`config.mk`:
```
export PLATFORM = sky130hd
export DESIGN_NAME = t48_xbus_responder_flat
export DESIGN_NICKNAME = d
export VERILOG_FILES = /design/src/rtl/t48_xbus_responder_if.sv /design/src/rtl/t48_xbus_responder.sv /design/src/flat_wrapper.sv
export SDC_FILE = /design/constraint.sdc
export NUM_CORES = 1
export LEC_CHECK = 0
export CAP_MARGIN = 25
export CORE_AREA = 2 2 85 63
export DETAILED_ROUTE_END_ITERATION = 8
export DIE_AREA = 0 0 87 65
export MAX_ROUTING_LAYER = met4
export PLACE_DENSITY = 0.77
export SLEW_MARGIN = 20
export SYNTH_ARGS = -nofsm -noshare
export SYNTH_HDL_FRONTEND = slang
export SYNTH_SLANG_ARGS = --single-unit
export TNS_END_PERCENT = 30
```
`constraint.sdc`:
```
create_clock -name clk_i -period 2.2 [get_ports clk_i]
set_clock_uncertainty 0.2 [all_clocks]
set_input_delay 0.44 -clock clk_i [delete_from_list [all_inputs] [get_ports clk_i]]
set_output_delay 0.44 -clock clk_i [all_outputs]
set_load 0.01 [all_outputs]
```
`src/rtl/t48_xbus_responder_if.sv`:
```
// Bus bundle between the T48 core pins, the external-memory responder and the ROM/RAM models.
// The responder uses the slave view; the core/board side uses the master view.
interface t48_xbus_responder_if;
  logic        ale_i;
  logic        psen_n_i;
  logic        rd_n_i;
  logic        wr_n_i;
  logic [7:0]  db_i;
  logic        db_dir_i;
  logic [3:0]  p2_i;
  logic [7:0]  db_o;
  logic        db_dir_o;
  logic [11:0] rom_addr_o;
  logic        rom_rd_o;
  logic [7:0]  rom_data_i;
  logic [7:0]  ram_addr_o;
  logic        ram_rd_o;
  logic [7:0]  ram_data_i;
  logic        ram_we_o;
  logic [7:0]  ram_data_o;
  logic        err_o;

  modport slave (
    input  ale_i, psen_n_i, rd_n_i, wr_n_i, db_i, db_dir_i, p2_i, rom_data_i, ram_data_i,
    output db_o, db_dir_o, rom_addr_o, rom_rd_o, ram_addr_o, ram_rd_o, ram_we_o, ram_data_o,
           err_o
  );

  modport master (
    output ale_i, psen_n_i, rd_n_i, wr_n_i, db_i, db_dir_i, p2_i, rom_data_i, ram_data_i,
    input  db_o, db_dir_o, rom_addr_o, rom_rd_o, ram_addr_o, ram_rd_o, ram_we_o, ram_data_o,
           err_o
  );
endinterface

```
`src/rtl/t48_xbus_responder.sv`:
```
// External-memory responder for the T48 multiplexed DB bus: latches the address on ALE fall,
// serves PSEN fetches from ROM and MOVX reads/writes from/to RAM, drives DB only during reads.
module t48_xbus_responder #(
  parameter int unsigned ROM_LAT = 1,
  parameter int unsigned RAM_LAT = 1
) (
  input  logic                  clk_i,
  input  logic                  res_i,
  t48_xbus_responder_if.slave   bus
);

  typedef enum logic [1:0] {StIdle, StWait, StDrive, StWrite} state_e;
  typedef enum logic {KindFetch, KindRead} kind_e;

  localparam logic [2:0] RomLat = 3'(ROM_LAT);
  localparam logic [2:0] RamLat = 3'(RAM_LAT);

  state_e      state_q, state_d;
  kind_e       kind_q, kind_d;
  logic [2:0]  cnt_q, cnt_d;
  logic        ale_q, psen_q, rd_q, wr_q;
  logic [7:0]  addr_lo_q, addr_lo_d;
  logic [3:0]  addr_hi_q, addr_hi_d;
  logic [7:0]  db_q, db_d;
  logic        db_dir_q, db_dir_d;
  logic        rom_rd_q, rom_rd_d;
  logic        ram_rd_q, ram_rd_d;
  logic        ram_we_q, ram_we_d;
  logic [7:0]  ram_data_q, ram_data_d;
  logic        err_q, err_d;

  logic       ale_fall, psen_fall, rd_fall, wr_fall;
  logic [1:0] n_low;
  logic       sel_high, other_fall, conflict;

  always_comb begin
    ale_fall  = ale_q & ~bus.ale_i;
    psen_fall = psen_q & ~bus.psen_n_i;
    rd_fall   = rd_q & ~bus.rd_n_i;
    wr_fall   = wr_q & ~bus.wr_n_i;
    n_low     = {1'b0, ~bus.psen_n_i} + {1'b0, ~bus.rd_n_i} + {1'b0, ~bus.wr_n_i};
    sel_high  = (kind_q == KindFetch) ? bus.psen_n_i : bus.rd_n_i;
    // A fall on any strobe other than the one owning the current cycle is a protocol error.
    other_fall = (kind_q == KindFetch) ? (rd_fall | wr_fall) : (psen_fall | wr_fall);
    conflict  = db_dir_q & bus.db_dir_i;
  end

  always_comb begin
    state_d    = state_q;
    kind_d     = kind_q;
    cnt_d      = cnt_q;
    addr_lo_d  = addr_lo_q;
    addr_hi_d  = addr_hi_q;
    db_d       = db_q;
    db_dir_d   = db_dir_q;
    rom_rd_d   = 1'b0;
    ram_rd_d   = 1'b0;
    ram_we_d   = 1'b0;
    ram_data_d = ram_data_q;
    err_d      = err_q;

    if (ale_fall) begin
      addr_lo_d = bus.db_i;
      addr_hi_d = bus.p2_i;
    end

    case (state_q)
      StIdle: begin
        if (n_low >= 2'd2) begin
          err_d = 1'b1;
        end else if (psen_fall) begin
          rom_rd_d = 1'b1;
          cnt_d    = RomLat;
          kind_d   = KindFetch;
          state_d  = StWait;
        end else if (rd_fall) begin
          ram_rd_d = 1'b1;
          cnt_d    = RamLat;
          kind_d   = KindRead;
          state_d  = StWait;
        end else if (wr_fall) begin
          ram_data_d = bus.db_i;
          state_d    = StWrite;
        end
      end
      StWait: begin
        if (other_fall) err_d = 1'b1;
        cnt_d = cnt_q - 3'd1;
        if (sel_high) begin
          state_d = StIdle;
        end else if (cnt_q <= 3'd1) begin
          db_d     = (kind_q == KindFetch) ? bus.rom_data_i : bus.ram_data_i;
          db_dir_d = 1'b1;
          state_d  = StDrive;
        end
      end
      StDrive: begin
        if (other_fall || conflict) err_d = 1'b1;
        if (sel_high || conflict) begin
          db_dir_d = 1'b0;
          db_d     = 8'hFF;
        end
        if (sel_high) state_d = StIdle;
      end
      StWrite: begin
        if (psen_fall || rd_fall) err_d = 1'b1;
        if (!bus.wr_n_i) begin
          ram_data_d = bus.db_i;
        end else begin
          ram_we_d = 1'b1;
          state_d  = StIdle;
        end
      end
      default: state_d = StIdle;
    endcase
  end

  always_ff @(posedge clk_i or posedge res_i) begin
    if (res_i) begin
      state_q    <= StIdle;
      kind_q     <= KindFetch;
      cnt_q      <= 3'd0;
      ale_q      <= 1'b0;
      psen_q     <= 1'b1;
      rd_q       <= 1'b1;
      wr_q       <= 1'b1;
      addr_lo_q  <= 8'h00;
      addr_hi_q  <= 4'h0;
      db_q       <= 8'hFF;
      db_dir_q   <= 1'b0;
      rom_rd_q   <= 1'b0;
      ram_rd_q   <= 1'b0;
      ram_we_q   <= 1'b0;
      ram_data_q <= 8'h00;
      err_q      <= 1'b0;
    end else begin
      state_q    <= state_d;
      kind_q     <= kind_d;
      cnt_q      <= cnt_d;
      ale_q      <= bus.ale_i;
      psen_q     <= bus.psen_n_i;
      rd_q       <= bus.rd_n_i;
      wr_q       <= bus.wr_n_i;
      addr_lo_q  <= addr_lo_d;
      addr_hi_q  <= addr_hi_d;
      db_q       <= db_d;
      db_dir_q   <= db_dir_d;
      rom_rd_q   <= rom_rd_d;
      ram_rd_q   <= ram_rd_d;
      ram_we_q   <= ram_we_d;
      ram_data_q <= ram_data_d;
      err_q      <= err_d;
    end
  end

  assign bus.db_o       = db_q;
  assign bus.db_dir_o   = db_dir_q;
  assign bus.rom_addr_o = {addr_hi_q, addr_lo_q};
  assign bus.ram_addr_o = addr_lo_q;
  assign bus.rom_rd_o   = rom_rd_q;
  assign bus.ram_rd_o   = ram_rd_q;
  assign bus.ram_we_o   = ram_we_q;
  assign bus.ram_data_o = ram_data_q;
  assign bus.err_o      = err_q;

endmodule

```
`src/flat_wrapper.sv`:
```
// flat-port wrapper written by rule: the top's interface ports become plain ports
module t48_xbus_responder_flat 
#(
  parameter int unsigned ROM_LAT = 1,
  parameter int unsigned RAM_LAT = 1
)
  (clk_i, res_i, bus_ale_i, bus_psen_n_i, bus_rd_n_i, bus_wr_n_i, bus_db_i, bus_db_dir_i, bus_p2_i, bus_rom_data_i, bus_ram_data_i, bus_db_o, bus_db_dir_o, bus_rom_addr_o, bus_rom_rd_o, bus_ram_addr_o, bus_ram_rd_o, bus_ram_we_o, bus_ram_data_o, bus_err_o);
  t48_xbus_responder_if bus_i ();
  input  logic clk_i;
  input  logic res_i;
  input wire logic [$bits(bus_i.ale_i)-1:0] bus_ale_i;
  input wire logic [$bits(bus_i.psen_n_i)-1:0] bus_psen_n_i;
  input wire logic [$bits(bus_i.rd_n_i)-1:0] bus_rd_n_i;
  input wire logic [$bits(bus_i.wr_n_i)-1:0] bus_wr_n_i;
  input wire logic [$bits(bus_i.db_i)-1:0] bus_db_i;
  input wire logic [$bits(bus_i.db_dir_i)-1:0] bus_db_dir_i;
  input wire logic [$bits(bus_i.p2_i)-1:0] bus_p2_i;
  input wire logic [$bits(bus_i.rom_data_i)-1:0] bus_rom_data_i;
  input wire logic [$bits(bus_i.ram_data_i)-1:0] bus_ram_data_i;
  output wire logic [$bits(bus_i.db_o)-1:0] bus_db_o;
  output wire logic [$bits(bus_i.db_dir_o)-1:0] bus_db_dir_o;
  output wire logic [$bits(bus_i.rom_addr_o)-1:0] bus_rom_addr_o;
  output wire logic [$bits(bus_i.rom_rd_o)-1:0] bus_rom_rd_o;
  output wire logic [$bits(bus_i.ram_addr_o)-1:0] bus_ram_addr_o;
  output wire logic [$bits(bus_i.ram_rd_o)-1:0] bus_ram_rd_o;
  output wire logic [$bits(bus_i.ram_we_o)-1:0] bus_ram_we_o;
  output wire logic [$bits(bus_i.ram_data_o)-1:0] bus_ram_data_o;
  output wire logic [$bits(bus_i.err_o)-1:0] bus_err_o;
  assign bus_i.ale_i = bus_ale_i;
  assign bus_i.psen_n_i = bus_psen_n_i;
  assign bus_i.rd_n_i = bus_rd_n_i;
  assign bus_i.wr_n_i = bus_wr_n_i;
  assign bus_i.db_i = bus_db_i;
  assign bus_i.db_dir_i = bus_db_dir_i;
  assign bus_i.p2_i = bus_p2_i;
  assign bus_i.rom_data_i = bus_rom_data_i;
  assign bus_i.ram_data_i = bus_ram_data_i;
  assign bus_db_o = bus_i.db_o;
  assign bus_db_dir_o = bus_i.db_dir_o;
  assign bus_rom_addr_o = bus_i.rom_addr_o;
  assign bus_rom_rd_o = bus_i.rom_rd_o;
  assign bus_ram_addr_o = bus_i.ram_addr_o;
  assign bus_ram_rd_o = bus_i.ram_rd_o;
  assign bus_ram_we_o = bus_i.ram_we_o;
  assign bus_ram_data_o = bus_i.ram_data_o;
  assign bus_err_o = bus_i.err_o;
  t48_xbus_responder #(.ROM_LAT(ROM_LAT), .RAM_LAT(RAM_LAT)) u_core (.clk_i(clk_i), .res_i(res_i), .bus(bus_i));
endmodule
```
==> out/metrics.cfg <==
[run_status]
status=finished clean

[synthesis]
ys_seq_area_share_pct=53.1
async_flop_share_pct=100
ys.flop_type=dfrtp_1
yosys_warnings=0
synth-seq-cells=43
synth_cells=167
synth_area_mm2=0.00205
avgSynthCellArea_um2=12.3
synth-edff-count=0
synth_nets=204
synth_cell_types=40

[floorplanning]
rows=22
die_h_um=65
io-pin-count=76
core-area_mm2=0.00493
dieArea_mm2=0.00566
start_util_pct=41.6
die_w_um=87

[routing]
drt-wirelength-per-cell_um=14.6
drt-total-wl_mm=4.62
drtIter0Drc=92
drc=0
ant_nets=0
viasPerCell=5.09
drt_pre_antenna_iters=4
routed-via-count=1607

[sta]
worst_slack_ns=0.165
rsz0062_at_grt=no
min_period_ns=2.03
worst_slew_pin_slew_ns=0.408
timing_hold_violations_final=0
min_period_over_period_pct=92.5
timing.fmax_mhz=491
setup_violations=0
slew_headroom_pct=72.8
final_max_slew_viol_count=0

[placed_design]
port-buffer-count=75
gp_congestion=0.800
pre_cts_ws_ns=-0.486
place_area_mm2=0.00292
place_inst=305
dp_hpwl_mm=3.27

[critical_path]
slowest_delay_ns=0.55
critical_path.max_fanout=5
arrival_ns=2.02
critPathLaunchType=input pin
worstPathCellList=clkdlybuf4s50_1 -> o21bai_4 -> nand4_1 -> a21oi_4 -> buf_6 -> mux2_2
crit_slowest_cell=clkdlybuf4s50_1
cp-end-kind=flip-flop
path_class=in -> reg
required_ns=2.18

[cts]
path_clk_slew_ns=0.08
clock_latency_ns=0.30
cts_root_buf=clkbuf_8
cts_hold_buffers=0
cts_buffers=5
clock-sinks=43
tritoncts=yes
cts_htree_levels=2
cts_buffer_depth=2

[finish]
layout_commonest_cell=clkdlybuf4s50_1
drive_gt1_share_pct=28.9
nets=292
diodes=0
final_cells=316
final_area_mm2=0.00308
area_growth_pct=50.2
mostFrequentLayoutCells=73 x clkdlybuf4s50_1, 32 x dfrtp_1, 27 x mux2_2, 17 x buf_4, 11 x dfstp_2

[global_routing]
gr-total-overflow=0
grt_pass1_vias=1562
grt_max_degree=44
grt_usage_pct=17.9
grt_pass1_wl_mm=7.65
antenna_found_initial=0

[power_and_ir_drop]
leakagePower_uw=0.00128
p_per_area_mw_per_mm2=1060
ir_drop_v=0.000443

[worst_hold_path]
min_path_type=in -> reg

[flow_run]
cap_violations=0

## synthesized netlist by cell type, drive strengths merged (2+ instances only)
cell type  count  share of area (%)
mux2          29                 16
o21ai          5                1.2
a21oi          3                1.3
mux2i          2               0.98
inv            9                1.6
nand2          6                1.1
dfrtp         32                 39
a211oi         2               0.73
nor2          10                2.0
a221o          8                3.9
o21a           9                3.3
nand2b         3               0.92
nor2b          2               0.61
dfstp         11                 14
buf           13                4.4
o21bai         2               0.73
and2           2               0.61
nand3          3               0.98
ha             2                1.2
## per-layer routing
metal / vias up / part of all wire, % / track usage [%]
li1: 766 / - / -
met4: 0 / 0.98 / 4.10
met5: - / 0 / -
met2: 43 / 47 / 26.0
met3: 5 / 4.4 / 3.95
met1: 793 / 47 / 25.6
## critical path, delay by kind of cell
kind / cells / cell delay (ns)
buffers and inverters: 2 / 0.68
AND/OR/NAND/NOR: 1 / 0.18
AO/OA/AOI/OAI: 2 / 0.37
multiplexers: 1 / 0.33
## kinds of logic after synthesis
logic type	synth area share, %
AOI/OAI and AO/OA	14.4
adders and majority gates	1.22
buffers and inverters	6.22
DFF	53.1
muxes	16.9
and+or+nand+nor	8.12
## flip-flops by register name, indices dropped and copies added (netlist names), 2 cells and up
| register | count |
|---|---|
| u_core.addr_hi_q | 4 |
| u_core.state_q | 2 |
| u_core.bus.db_o | 8 |
| u_core.bus.ram_addr_o | 8 |
| u_core.bus.ram_data_o | 8 |
| u_core.cnt_q | 3 |
## layout make-up
class                           instances  area [um^2]
Inverter                                9         33.8
Clock inverter                          1         8.76
Sequential cell                        43         1090
Clock buffer                            7         86.3
Multi-Input combinational cell        101          865
Fill cell                             393         1850
Timing Repair Buffer                   95          922
Tap cell                               60         75.1
## path summary, 6_finish.rpt
| path | slack [ns] | end | depth (start not counted) | start |
|---|---|---|---|---|
| max | 0.17 | u_core.bus.ram_data_o[3] | 6 | bus_rd_n_i |
| min reg2reg | 0.29 | u_core.cnt_q[0] | 1 | u_core.cnt_q[0] |
| max in group asynchronous | 1.25 | u_core.bus.db_o[5] | 3 | res_i |
| min in group asynchronous | 0.27 | u_core.addr_hi_q[3] | 3 | res_i |
| max reg2reg | 0.30 | u_core.bus.ram_data_o[3] | 5 | u_core.wr_q |
| min | 0.25 | u_core.wr_q | 2 | bus_wr_n_i |
## where the power goes
part | total [uW] | internal [uW] | switching (uW)
clock network | 532 | 257 | 275
registers | 1230 | 1070 | 156
logic | 1500 | 866 | 630
total | 3250 | 2190 | 1060
## timing repair
| action | CTS | global route |
|---|---|---|
| resized for setup | 5 | 4 |
| endpoints found under the setup margin | 8 | 13 |
| pin swaps | 4 | 2 |
| setup buffers | 3 | 0 |
## metrics by stage
stage               TNS (ns)  total power, uW  hold slack [ns]  util [%]
floorplan                  0             2050            0.244         -
global placement       -4.72             2670            0.264      59.3
detailed placement     -5.63             2690            0.271      59.3
CTS                        0             3260            0.280      62.2
global route               0             3460            0.256      62.5
finish                     0             3250            0.247      62.5
(Power assumes the default switching activity.)
